## src/rtl/lvds_adc_pkg.sv

```systemverilog
// Shared types and defaults for the LVDS ADC lane aligner: FSM states,
// LTC2195 lane polarity/frame defaults and the lane-to-sample bit mapping.
package lvds_adc_pkg;

  typedef enum logic [2:0] {
    IDLE,
    CHECK,
    SLIP,
    WAIT,
    LOCKED,
    FAIL
  } align_state_e;

  localparam logic [8:0] LTC2195_INVERT_LANES  = 9'h1D0;
  localparam logic [3:0] LTC2195_FRAME_PATTERN = 4'b0011;

  // Flat raw_data index feeding bit bit_idx of channel ch. Lane pairs are
  // interleaved bit by bit, MSB first.
  function automatic int src_bit_index(input int ch, input int bit_idx,
                                       input int lanes_per_ch, input int ser_width);
    int k;
    int p;
    int r;
    int lane;
    k    = lanes_per_ch * ser_width - 1 - bit_idx;
    p    = k / (2 * ser_width);
    r    = k % (2 * ser_width);
    lane = ch * lanes_per_ch + 2 * p + (r % 2);
    return lane * ser_width + r / 2;
  endfunction

endpackage

```

## src/rtl/lvds_adc_align_fsm.sv

```systemverilog
// Bitslip training / lock supervision FSM driven only by the corrected frame
// word, plus the slip, match, loss and error statistics counters.
module lvds_adc_align_fsm
  import lvds_adc_pkg::*;
#(
  parameter int                   SER_WIDTH     = 4,
  parameter logic [SER_WIDTH-1:0] FRAME_PATTERN = LTC2195_FRAME_PATTERN,
  parameter int                   MATCH_CNT     = 16,
  parameter int                   LOSS_CNT      = 4,
  parameter int                   SLIP_WAIT     = 4,
  parameter int                   MAX_SLIPS     = 2 * SER_WIDTH
) (
  input  logic                               clk_i,
  input  logic                               srst_i,
  input  logic                               serdes_rdy_i,
  input  logic                               train_start_i,
  input  logic [SER_WIDTH-1:0]               frame_word_i,
  output logic                               bitslip_o,
  output logic                               locked_o,
  output logic                               align_fail_o,
  output logic                               valid_next_o,
  output logic [$clog2(MAX_SLIPS+1)-1:0]     slip_count_o,
  output logic [15:0]                        frame_err_cnt_o,
  output logic [7:0]                         relock_cnt_o
);

  localparam int SLIP_W  = $clog2(MAX_SLIPS + 1);
  localparam int MATCH_W = $clog2(MATCH_CNT + 1);
  localparam int LOSS_W  = $clog2(LOSS_CNT + 1);
  localparam int WAIT_W  = $clog2(SLIP_WAIT + 1);

  align_state_e       state_q, state_d;
  logic [MATCH_W-1:0] match_q, match_d;
  logic [LOSS_W-1:0]  loss_q, loss_d;
  logic [WAIT_W-1:0]  wait_q, wait_d;
  logic [SLIP_W-1:0]  slip_q, slip_d;
  logic [15:0]        err_q, err_d;
  logic [7:0]         relock_q, relock_d;
  logic               frame_ok;

  assign frame_ok = (frame_word_i == FRAME_PATTERN);

  always_comb begin
    state_d  = state_q;
    match_d  = match_q;
    loss_d   = loss_q;
    wait_d   = wait_q;
    slip_d   = slip_q;
    err_d    = err_q;
    relock_d = relock_q;
    case (state_q)
      IDLE: begin
        state_d = CHECK;
        match_d = '0;
        slip_d  = '0;
      end
      CHECK: begin
        if (frame_ok) begin
          if (match_q == MATCH_W'(MATCH_CNT - 1)) begin
            state_d = LOCKED;
            match_d = '0;
            loss_d  = '0;
          end else begin
            match_d = match_q + 1'b1;
          end
        end else begin
          match_d = '0;
          state_d = (slip_q == SLIP_W'(MAX_SLIPS)) ? FAIL : SLIP;
        end
      end
      SLIP: begin
        slip_d  = slip_q + 1'b1;
        wait_d  = '0;
        state_d = WAIT;
      end
      WAIT: begin
        if (wait_q == WAIT_W'(SLIP_WAIT - 1)) begin
          wait_d  = '0;
          state_d = CHECK;
        end else begin
          wait_d = wait_q + 1'b1;
        end
      end
      LOCKED: begin
        if (frame_ok) begin
          loss_d = '0;
        end else begin
          err_d = (err_q == 16'hFFFF) ? err_q : err_q + 16'd1;
          if (loss_q == LOSS_W'(LOSS_CNT - 1)) begin
            state_d  = CHECK;
            loss_d   = '0;
            match_d  = '0;
            slip_d   = '0;
            relock_d = (relock_q == 8'hFF) ? relock_q : relock_q + 8'd1;
          end else begin
            loss_d = loss_q + 1'b1;
          end
        end
      end
      FAIL:    state_d = FAIL;
      default: state_d = IDLE;
    endcase

    // Link-down beats retrain; both override any decision taken above.
    if (!serdes_rdy_i) begin
      state_d = IDLE;
      match_d = '0;
      loss_d  = '0;
      wait_d  = '0;
      slip_d  = '0;
    end else if (train_start_i) begin
      state_d  = CHECK;
      match_d  = '0;
      loss_d   = '0;
      wait_d   = '0;
      slip_d   = '0;
      err_d    = '0;
      relock_d = '0;
    end
  end

  always_ff @(posedge clk_i) begin
    if (srst_i) begin
      state_q  <= IDLE;
      match_q  <= '0;
      loss_q   <= '0;
      wait_q   <= '0;
      slip_q   <= '0;
      err_q    <= '0;
      relock_q <= '0;
    end else begin
      state_q  <= state_d;
      match_q  <= match_d;
      loss_q   <= loss_d;
      wait_q   <= wait_d;
      slip_q   <= slip_d;
      err_q    <= err_d;
      relock_q <= relock_d;
    end
  end

  assign bitslip_o       = (state_q == SLIP);
  assign locked_o        = (state_q == LOCKED);
  assign align_fail_o    = (state_q == FAIL);
  // Samples taken in the cycle that loses lock are not flagged valid.
  assign valid_next_o    = (state_q == LOCKED) && (state_d == LOCKED);
  assign slip_count_o    = slip_q;
  assign frame_err_cnt_o = err_q;
  assign relock_cnt_o    = relock_q;

endmodule

```

## src/rtl/lvds_adc_aligner.sv

```systemverilog
// LVDS ADC receiver back end: lane polarity correction, frame extraction,
// lane-pair to sample bit mapping and registered outputs around the align FSM.
module lvds_adc_aligner
  import lvds_adc_pkg::*;
#(
  parameter int                   N_CHANNELS    = 2,
  parameter int                   LANES_PER_CH  = 4,
  parameter int                   SER_WIDTH     = 4,
  parameter int                   ADC_BITS      = LANES_PER_CH * SER_WIDTH,
  parameter int                   N_LANES       = N_CHANNELS * LANES_PER_CH + 1,
  parameter logic [N_LANES-1:0]   INVERT_LANES  = LTC2195_INVERT_LANES,
  parameter logic [SER_WIDTH-1:0] FRAME_PATTERN = LTC2195_FRAME_PATTERN,
  parameter int                   MATCH_CNT     = 16,
  parameter int                   LOSS_CNT      = 4,
  parameter int                   SLIP_WAIT     = 4,
  parameter int                   MAX_SLIPS     = 2 * SER_WIDTH
) (
  input  logic                             DCO_2D,
  input  logic                             rst_in,
  input  logic                             serdes_rdy,
  input  logic                             train_start,
  input  logic [N_LANES*SER_WIDTH-1:0]     raw_data,
  output logic                             bitslip,
  output logic [N_CHANNELS*ADC_BITS-1:0]   adc_data,
  output logic                             adc_valid,
  output logic [SER_WIDTH-1:0]             frame_out,
  output logic                             locked,
  output logic                             align_fail,
  output logic [$clog2(MAX_SLIPS+1)-1:0]   slip_count,
  output logic [15:0]                      frame_err_cnt,
  output logic [7:0]                       relock_cnt
);

  logic [N_LANES*SER_WIDTH-1:0]   inv_mask;
  logic [N_LANES*SER_WIDTH-1:0]   mod_data;
  logic [SER_WIDTH-1:0]           frame_word;
  logic [N_CHANNELS*ADC_BITS-1:0] adc_d, adc_q;
  logic [SER_WIDTH-1:0]           frame_q;
  logic                           valid_d, valid_q;

  for (genvar gi = 0; gi < N_LANES; gi++) begin : g_lane
    assign inv_mask[gi*SER_WIDTH +: SER_WIDTH] = {SER_WIDTH{INVERT_LANES[gi]}};
  end
  assign mod_data = raw_data ^ inv_mask;

  // Q4 arrives first, so it becomes the LSB of the frame word.
  for (genvar gi = 0; gi < SER_WIDTH; gi++) begin : g_frame
    assign frame_word[gi] = mod_data[(N_LANES-1)*SER_WIDTH + SER_WIDTH-1-gi];
  end

  for (genvar gi = 0; gi < N_CHANNELS; gi++) begin : g_ch
    for (genvar gj = 0; gj < ADC_BITS; gj++) begin : g_bit
      localparam int SRC = src_bit_index(gi, gj, LANES_PER_CH, SER_WIDTH);
      assign adc_d[gi*ADC_BITS + gj] = mod_data[SRC];
    end
  end

  lvds_adc_align_fsm #(
    .SER_WIDTH    (SER_WIDTH),
    .FRAME_PATTERN(FRAME_PATTERN),
    .MATCH_CNT    (MATCH_CNT),
    .LOSS_CNT     (LOSS_CNT),
    .SLIP_WAIT    (SLIP_WAIT),
    .MAX_SLIPS    (MAX_SLIPS)
  ) u_fsm (
    .clk_i          (DCO_2D),
    .srst_i         (rst_in),
    .serdes_rdy_i   (serdes_rdy),
    .train_start_i  (train_start),
    .frame_word_i   (frame_word),
    .bitslip_o      (bitslip),
    .locked_o       (locked),
    .align_fail_o   (align_fail),
    .valid_next_o   (valid_d),
    .slip_count_o   (slip_count),
    .frame_err_cnt_o(frame_err_cnt),
    .relock_cnt_o   (relock_cnt)
  );

  always_ff @(posedge DCO_2D) begin
    if (rst_in) begin
      adc_q   <= '0;
      frame_q <= '0;
      valid_q <= 1'b0;
    end else begin
      adc_q   <= adc_d;
      frame_q <= frame_word;
      valid_q <= valid_d;
    end
  end

  assign adc_data  = adc_q;
  assign frame_out = frame_q;
  assign adc_valid = valid_q;

endmodule

```

## config.mk

```make
export PLATFORM = sky130hd
export DESIGN_NAME = lvds_adc_aligner
export DESIGN_NICKNAME = d
export VERILOG_FILES = /design/src/rtl/lvds_adc_pkg.sv /design/src/rtl/lvds_adc_align_fsm.sv /design/src/rtl/lvds_adc_aligner.sv
export SDC_FILE = /design/constraint.sdc
export NUM_CORES = 1
export LEC_CHECK = 0
export ABC_AREA = 1
export BUFFER_PORTS_ARGS = -buffer_cell sky130_fd_sc_hd__buf_2
export CELL_PAD_IN_SITES_DETAIL_PLACEMENT = 2
export CELL_PAD_IN_SITES_GLOBAL_PLACEMENT = 2
export CORE_MARGIN = 5
export CORE_UTILIZATION = 25
export CTS_CLUSTER_SIZE = 10
export DETAILED_ROUTE_END_ITERATION = 10
export PLACE_DENSITY = 0.72
export SYNTH_ARGS = -nofsm -noshare
export SYNTH_HDL_FRONTEND = slang
export SYNTH_SLANG_ARGS = --single-unit
export TNS_END_PERCENT = 50
```

## constraint.sdc

```tcl
create_clock -name DCO_2D -period 3.1 [get_ports DCO_2D]
set_clock_uncertainty 0.15 [all_clocks]
set_input_delay 0.155 -clock DCO_2D [delete_from_list [all_inputs] [get_ports DCO_2D]]
set_output_delay 0.155 -clock DCO_2D [all_outputs]
set_load 0.02 [all_outputs]
```

# Word level (Yosys, flattened, before mapping)
# Cells that the tools add are included.
# totals
regBits,79
latchBits,0
ram_bits,0
rom_bits,0
inputBits,40
out_inout_bits,68
elab_cells,80
mem_count,0
# op_classes
n_addsub,6
mul,0
div_mod_pow,0
order_cmp,0
eq_ne,17
shift,0
mux,35
bitwise_logic,2
n_reduce_logical,10
# op_table
operator,n
2-to-1 mux 16 bit,5
2-to-1 mux 8 bit,6
2-to-1 mux 3 bit,13
2-to-1 mux 5 bit,4
case mux 3 bit (6 select lines),1
"adder 16 x 1 -> 16 bit, second input constant",1
"equality test 16 bit, second input constant",1
inverter 16 bit,1
case mux 5 bit (3 select lines),1
"equality test 3 x 2 -> 1 bit, second input constant",4
case mux 3 bit (2 select lines),2
case mux 4 bit (3 select lines),1
"equality test 3 bit, second input constant",3
AND reduction 3 bit,3
"adder 8 x 1 -> 8 bit, second input constant",1
"equality test 8 bit, second input constant",1
2-to-1 mux 4 bit,2
"adder 3 x 1 -> 3 bit, second input constant",2
"!= test 2 x 1 -> 1 bit, second input constant",3
nonzero test 3 bit,2
"adder 5 x 1 -> 5 bit, second input constant",1
"equality test 5 x 4 -> 1 bit, second input constant",1
"adder 4 x 1 -> 4 bit, second input constant",1
"equality test 4 x 2 -> 1 bit, second input constant",1
8 further kinds,9

# Logic depth before layout (Yosys ltp)
# depth
ltp_word,8
mapped_depth,11
ltp_nobuf,11

# Cells and area by module
# From an unflattened synthesis, not the netlist that was laid out.
# hier_totals
hier_cells,469
hier_area_um2,3437.0
# modules_own_cells
mod,n_inst,cells_each,area_each_um2,seq_area_each_um2
lvds_adc_align_fsm,1,366,2418.6,840.8
lvds_adc_aligner,1,103,1018.5,740.7

# Worst setup path after synthesis
# OpenSTA, ideal clock, no wires.
# synth_timing
kind,flip-flop to flip-flop
startpoint,reg u_fsm.err_q[0] (netlist: u_fsm.frame_err_cnt_o[0])
endpoint,reg u_fsm.err_q[10] (netlist: u_fsm.frame_err_cnt_o[10])
setup_time_ns,0.118
arrival_ns,1.460
required_ns,2.832
path_slack_ns,1.372
path_stages_with_launch,9
path_buffers,0
period_less_slack_ns,1.728
path_cell_list,dfxtp_1 ha_1 nand3_1 nor2_4 nand2_1 nor3_1 nand3_1 nand2_1 nor2_1
# synth_via
elab_chain_len,6
elab_cells_between_ends,7
classes_between,1 x add/sub; 1 x eq/ne; 5 x mux
# synth_lines
item,line_no,source
start: declaration,lvds_adc_align_fsm.sv:37,"logic [15:0] err_q, err_d;"
start signal: assignment,lvds_adc_align_fsm.sv:137,err_q <= err_d;
adder 16 x 1 -> 16 bit or equality test 16 bit (tied branches),lvds_adc_align_fsm.sv:88,err_d = (err_q == 16'hFFFF) ? err_q : err_q + 16'd1;
2-to-1 mux 16 bit *,lvds_adc_align_fsm.sv:88,
2-to-1 mux 16 bit *,lvds_adc_align_fsm.sv:85,if (frame_ok) begin
2-to-1 mux 16 bit *,lvds_adc_align_fsm.sv:51,case (state_q)
2-to-1 mux 16 bit,lvds_adc_align_fsm.sv:111,end else if (train_start_i) begin
2-to-1 mux 16 bit *,lvds_adc_align_fsm.sv:105,if (!serdes_rdy_i) begin
# Every way passes the cells marked *; elsewhere a longest branch is shown, timed or not.
# A chain may end at the register's enable or synchronous reset.

# Worst setup path in the final report
# layout_timing
startpoint,in raw_data[34]
endpoint,reg u_fsm.loss_q[2]
# layout_via
elab_chain_len,4
elab_cells_between_ends,6
classes_between,2 x eq/ne; 2 x mux; 1 x bitwise; 1 x reduce/logical
# layout_lines
item,line_no,source
start: declaration,lvds_adc_aligner.sv:22,"input logic [N_LANES*SER_WIDTH-1:0] raw_data,"
inverter 16 bit (no line) *,-,
equality test 4 x 2 -> 1 bit *,lvds_adc_align_fsm.sv:41,assign frame_ok = (frame_word_i == FRAME_PATTERN);
2-to-1 mux 3 bit or != test 2 x 1 -> 1 bit (tied branches),-,
case mux 3 bit (2 select lines) or AND reduction 3 bit (tied branches),-,
end signal: assignment,lvds_adc_align_fsm.sv:134,loss_q <= loss_d;
end: declaration,lvds_adc_align_fsm.sv:34,"logic [LOSS_W-1:0] loss_q, loss_d;"
# Marks and branches as above.

==> impl_results.md <==
- Cell variety after synth: 38
- Drt initial violations: 100
- Area leader, netlist: dfxtp_1
- Crit path from: raw_data[34]
- Register area share after synthesis: between 40% and 50%
- LEAKAGE: approximately 2.3 nW
- Final critical-path required period: a little under 2000 ps
- Worst-path cell chain: dlygate4sd3_1 > buf_2 > nor3_4 > nand2_1 > nand2_1 > nand2_1 > o21ai_0 > nor2_1
- Vias in the first global route: around 4.2k
- Yosys warning count: 0
- Die Span Y: 128 um
- Layout cells sized above 1: 22.8%
- Maxcap violations: 0
- Hold depth: 2
- Post-CTS Hold Buffers: 38
- Gr ovfl total: 0
- Initial Util: about a quarter
- DRC viols: 0
- Resize count post-CTS: 0
- Area grow syn2layout: 40.4%
- RR Startpoint: u_fsm.state_q[1]
- RSZ-0062 raised after global routing: false
- Die ar.: approximately 16,000 um2
- Commonest cells after routing, fill and taps aside: buf_2 (107), nand2_1 (100), nor2_1 (80)
- CP Launch Type: input pin
- TritonCTS clock tree: built
- Via Count: ~3.7k
- Pre-Repair DR Iteration Count: 4
- Final hold violation count: 0
- Clk buf depth: 2
- VDD IR-drop max: roughly 0.25 mV
- RR Endpoint: u_fsm.relock_cnt_o[5]
- Routability cong.: about 0.75
- CP endpoint: u_fsm.loss_q[2]
- Syn Area/Cell: around 7.3 um2
- Flops & latches, synth: 79
- DP Wirelength: between 8 and 9 mm
- Worst Reg2Reg Path Length in Cells: 6
- Most frequent CP cell: nand2_1
- Hold Path Class: input pin to register
- All-Layer GR Usage: between 15 and 20%
- Slew @ Worst Pin: between 700 and 800 ps
- Instance count on the critical path: 8
- Setup CP Type: input pin to register
- # IOs: 108
- # Post-CTS Setup Buffers: 0
- Crit path max-delay family: simple AND/OR/NAND/NOR gates
- Pins Over Slew Limit: 0
- Fmax achieved: between 0.5 and 0.6 GHz
- Initial antenna violation count: 0
- Outcome: finished clean
- Synth top area share: a little under half
- Ant diodes: 0
- Commonest non-fill, non-tap cell in the layout: buf_2
- Worst Path Arrival: between 2000 and 2500 ps
- Die width: 128 um
- Final Setup Violations: 0
- WL/cell: about 16 um
- H-tree depth: 3
- Post-synthesis cell count: roughly 480
- Final #Nets: 670
- Num CTS Buffers: 9
- Crit path required time: 3160 ps
- Worst path max stage delay: just under 600 ps
- Flop2flop setup slack: approximately 1200 ps
- CP max FO: 14
- Crit share post-route: 63.7%
- Final setup TNS: 0 ps
- Synth top area cells: dfxtp_1 (46%), nand2_1 (11%), nor2_1 (8.7%), inv_1 (7.7%), nand3_1 (5.9%)
- Fillers: 1,630
- Cell Count Post-Placement: about 750
- PwrDens: roughly 490 nW/um2
- Rel. slew slack: slightly above 50%
- Post-Layout Cell Count: slightly above 800
- Worst-path clk slew: 70 ps
- Rows: 43
- Core Box Area: 13,700 um2
- Detailed Route WL: 12.7 mm
- Sink Count: 79
- CP Capture Type: register
- Post-DRT Antenna Nets: 0
- First-pass GRT wire length: 21.2 mm
- CP max-delay cell: nor3_4
- Mapped Area: about 3500 um2
- Clock Latency Late Sink: roughly 340 ps
- Via density: between 4 and 5
- Port Buffers: roughly 110
- CP bufs+invs: 2
- Largest net degree at the start of global routing: 40
- Root buffer cell: clkbuf_16
- Syn_nets: ~520
## Yosys cell counts
| cell type | count |
|---|---|
| nor3_1 | 7 |
| nand3b_1 | 1 |
| nor4_1 | 1 |
| o2111ai_1 | 1 |
| xnor2_1 | 1 |
| nand3_1 | 41 |
| or2_2 | 1 |
| nor2_4 | 3 |
| buf_2 | 1 |
| clkinv_1 | 1 |
| buf_6 | 2 |
| and3_1 | 1 |
| o21ai_2 | 1 |
| nand2_1 | 100 |
| a31oi_1 | 2 |
| xor2_1 | 3 |
| a21oi_2 | 1 |
| buf_1 | 2 |
| inv_1 | 71 |
| nor2_1 | 80 |
| o21ai_0 | 11 |
| inv_2 | 2 |
| clkbuf_1 | 3 |
| nor3_2 | 1 |
| dfxtp_1 | 79 |
| nor3_4 | 1 |
| ha_1 | 7 |
| nand3_2 | 2 |
| nor2_2 | 3 |
| nand4_1 | 13 |
| nand3_4 | 2 |
| buf_4 | 2 |
| clkinv_4 | 1 |
| a22oi_1 | 1 |
| a31o_2 | 1 |
| a21oi_1 | 23 |
| a211oi_1 | 1 |
| o21bai_1 | 2 |
## state kept, by name, indices dropped and copies added (netlist names)
| name | count |
|---|---|
| u_fsm.loss_q | 3 |
| u_fsm.slip_count_o | 4 |
| u_fsm.frame_err_cnt_o | 16 |
| u_fsm.wait_q | 3 |
| u_fsm.state_q | 3 |
| u_fsm.match_q | 5 |
| adc_data | 32 |
| frame_out | 4 |
| u_fsm.relock_cnt_o | 8 |
| adc_valid | 1 |
## stage by stage
| step | utilization [%] | setup WS [ps] | area (um2) | hold WS [ps] | power (W) |
|---|---|---|---|---|---|
| final | 35.4 | 1120 | 4850 | 198 | 0.00236 |
| after global routing | 35.4 | 932 | 4850 | 226 | 0.00247 |
| after CTS | 35.4 | 1090 | 4850 | 169 | 0.00239 |
| after detailed placement | 30.4 | 1190 | 4160 | 164 | 0.00122 |
| after global placement | 30.4 | 1290 | 4160 | 161 | 0.00122 |
| after floorplan | - | 1370 | 3460 | 77.4 | 0.00115 |
## worst reg2reg max path: stages (launching register included)
cell and delay, ps:
dfxtp_1 330, inv_1 150, nand3_4 170, nor2_4 470, nand4_1 240, o21ai_0 210, nor2_1 60
## power by group
part           leakage (nW)  switching [W]  internal (W)  total, W
sequential            0.647     0.00000915       0.00104   0.00105
combinational          1.51       0.000112     0.0000809  0.000193
clock                 0.153       0.000475      0.000641   0.00112
total                  2.31       0.000597       0.00176   0.00236
## worst min-delay path by stage
stage              endpoint  slack (ps)         start
6_report       frame_out[3]         200        rst_in
3_5_place_dp   adc_data[29]         160  raw_data[17]
5_1_grt        frame_out[3]         230        rst_in
4_1_cts        frame_out[2]         170        rst_in
3_3_place_gp   adc_data[31]         160  raw_data[16]
2_1_floorplan  adc_data[16]          80  raw_data[31]
## layout make-up
cell class                      count  area, um2  share of cell area [%]
Multi-Input combinational cell    312       1530                    31.5
Sequential cell                    79       1580                    32.6
Clock inverter                      7       85.1                    1.75
Inverter                           75        287                    5.90
Tap cell                          180        225                    4.64
Timing Repair Buffer              146        923                    19.0
Clock buffer                        9        225                    4.64
## cells by family after synthesis
family / after synthesis / share of synthesized area (%)
compound gates: 44 / 7.17
flops: 79 / 45.7
xor+xnor: 4 / 1.01
buf+inv: 85 / 10.1
simple gates: 257 / 33.5
fa+ha+maj: 7 / 2.53
## routing by layer
metal	routed length, um	vias up	GRT usage, %
li1	-	1805	-
met1	4980	1772	17.7
met2	6460	93	29.8
met3	1040	15	6.73
met4	183	0	4.81
met5	0	-	0
(Power assumes the default switching activity.)
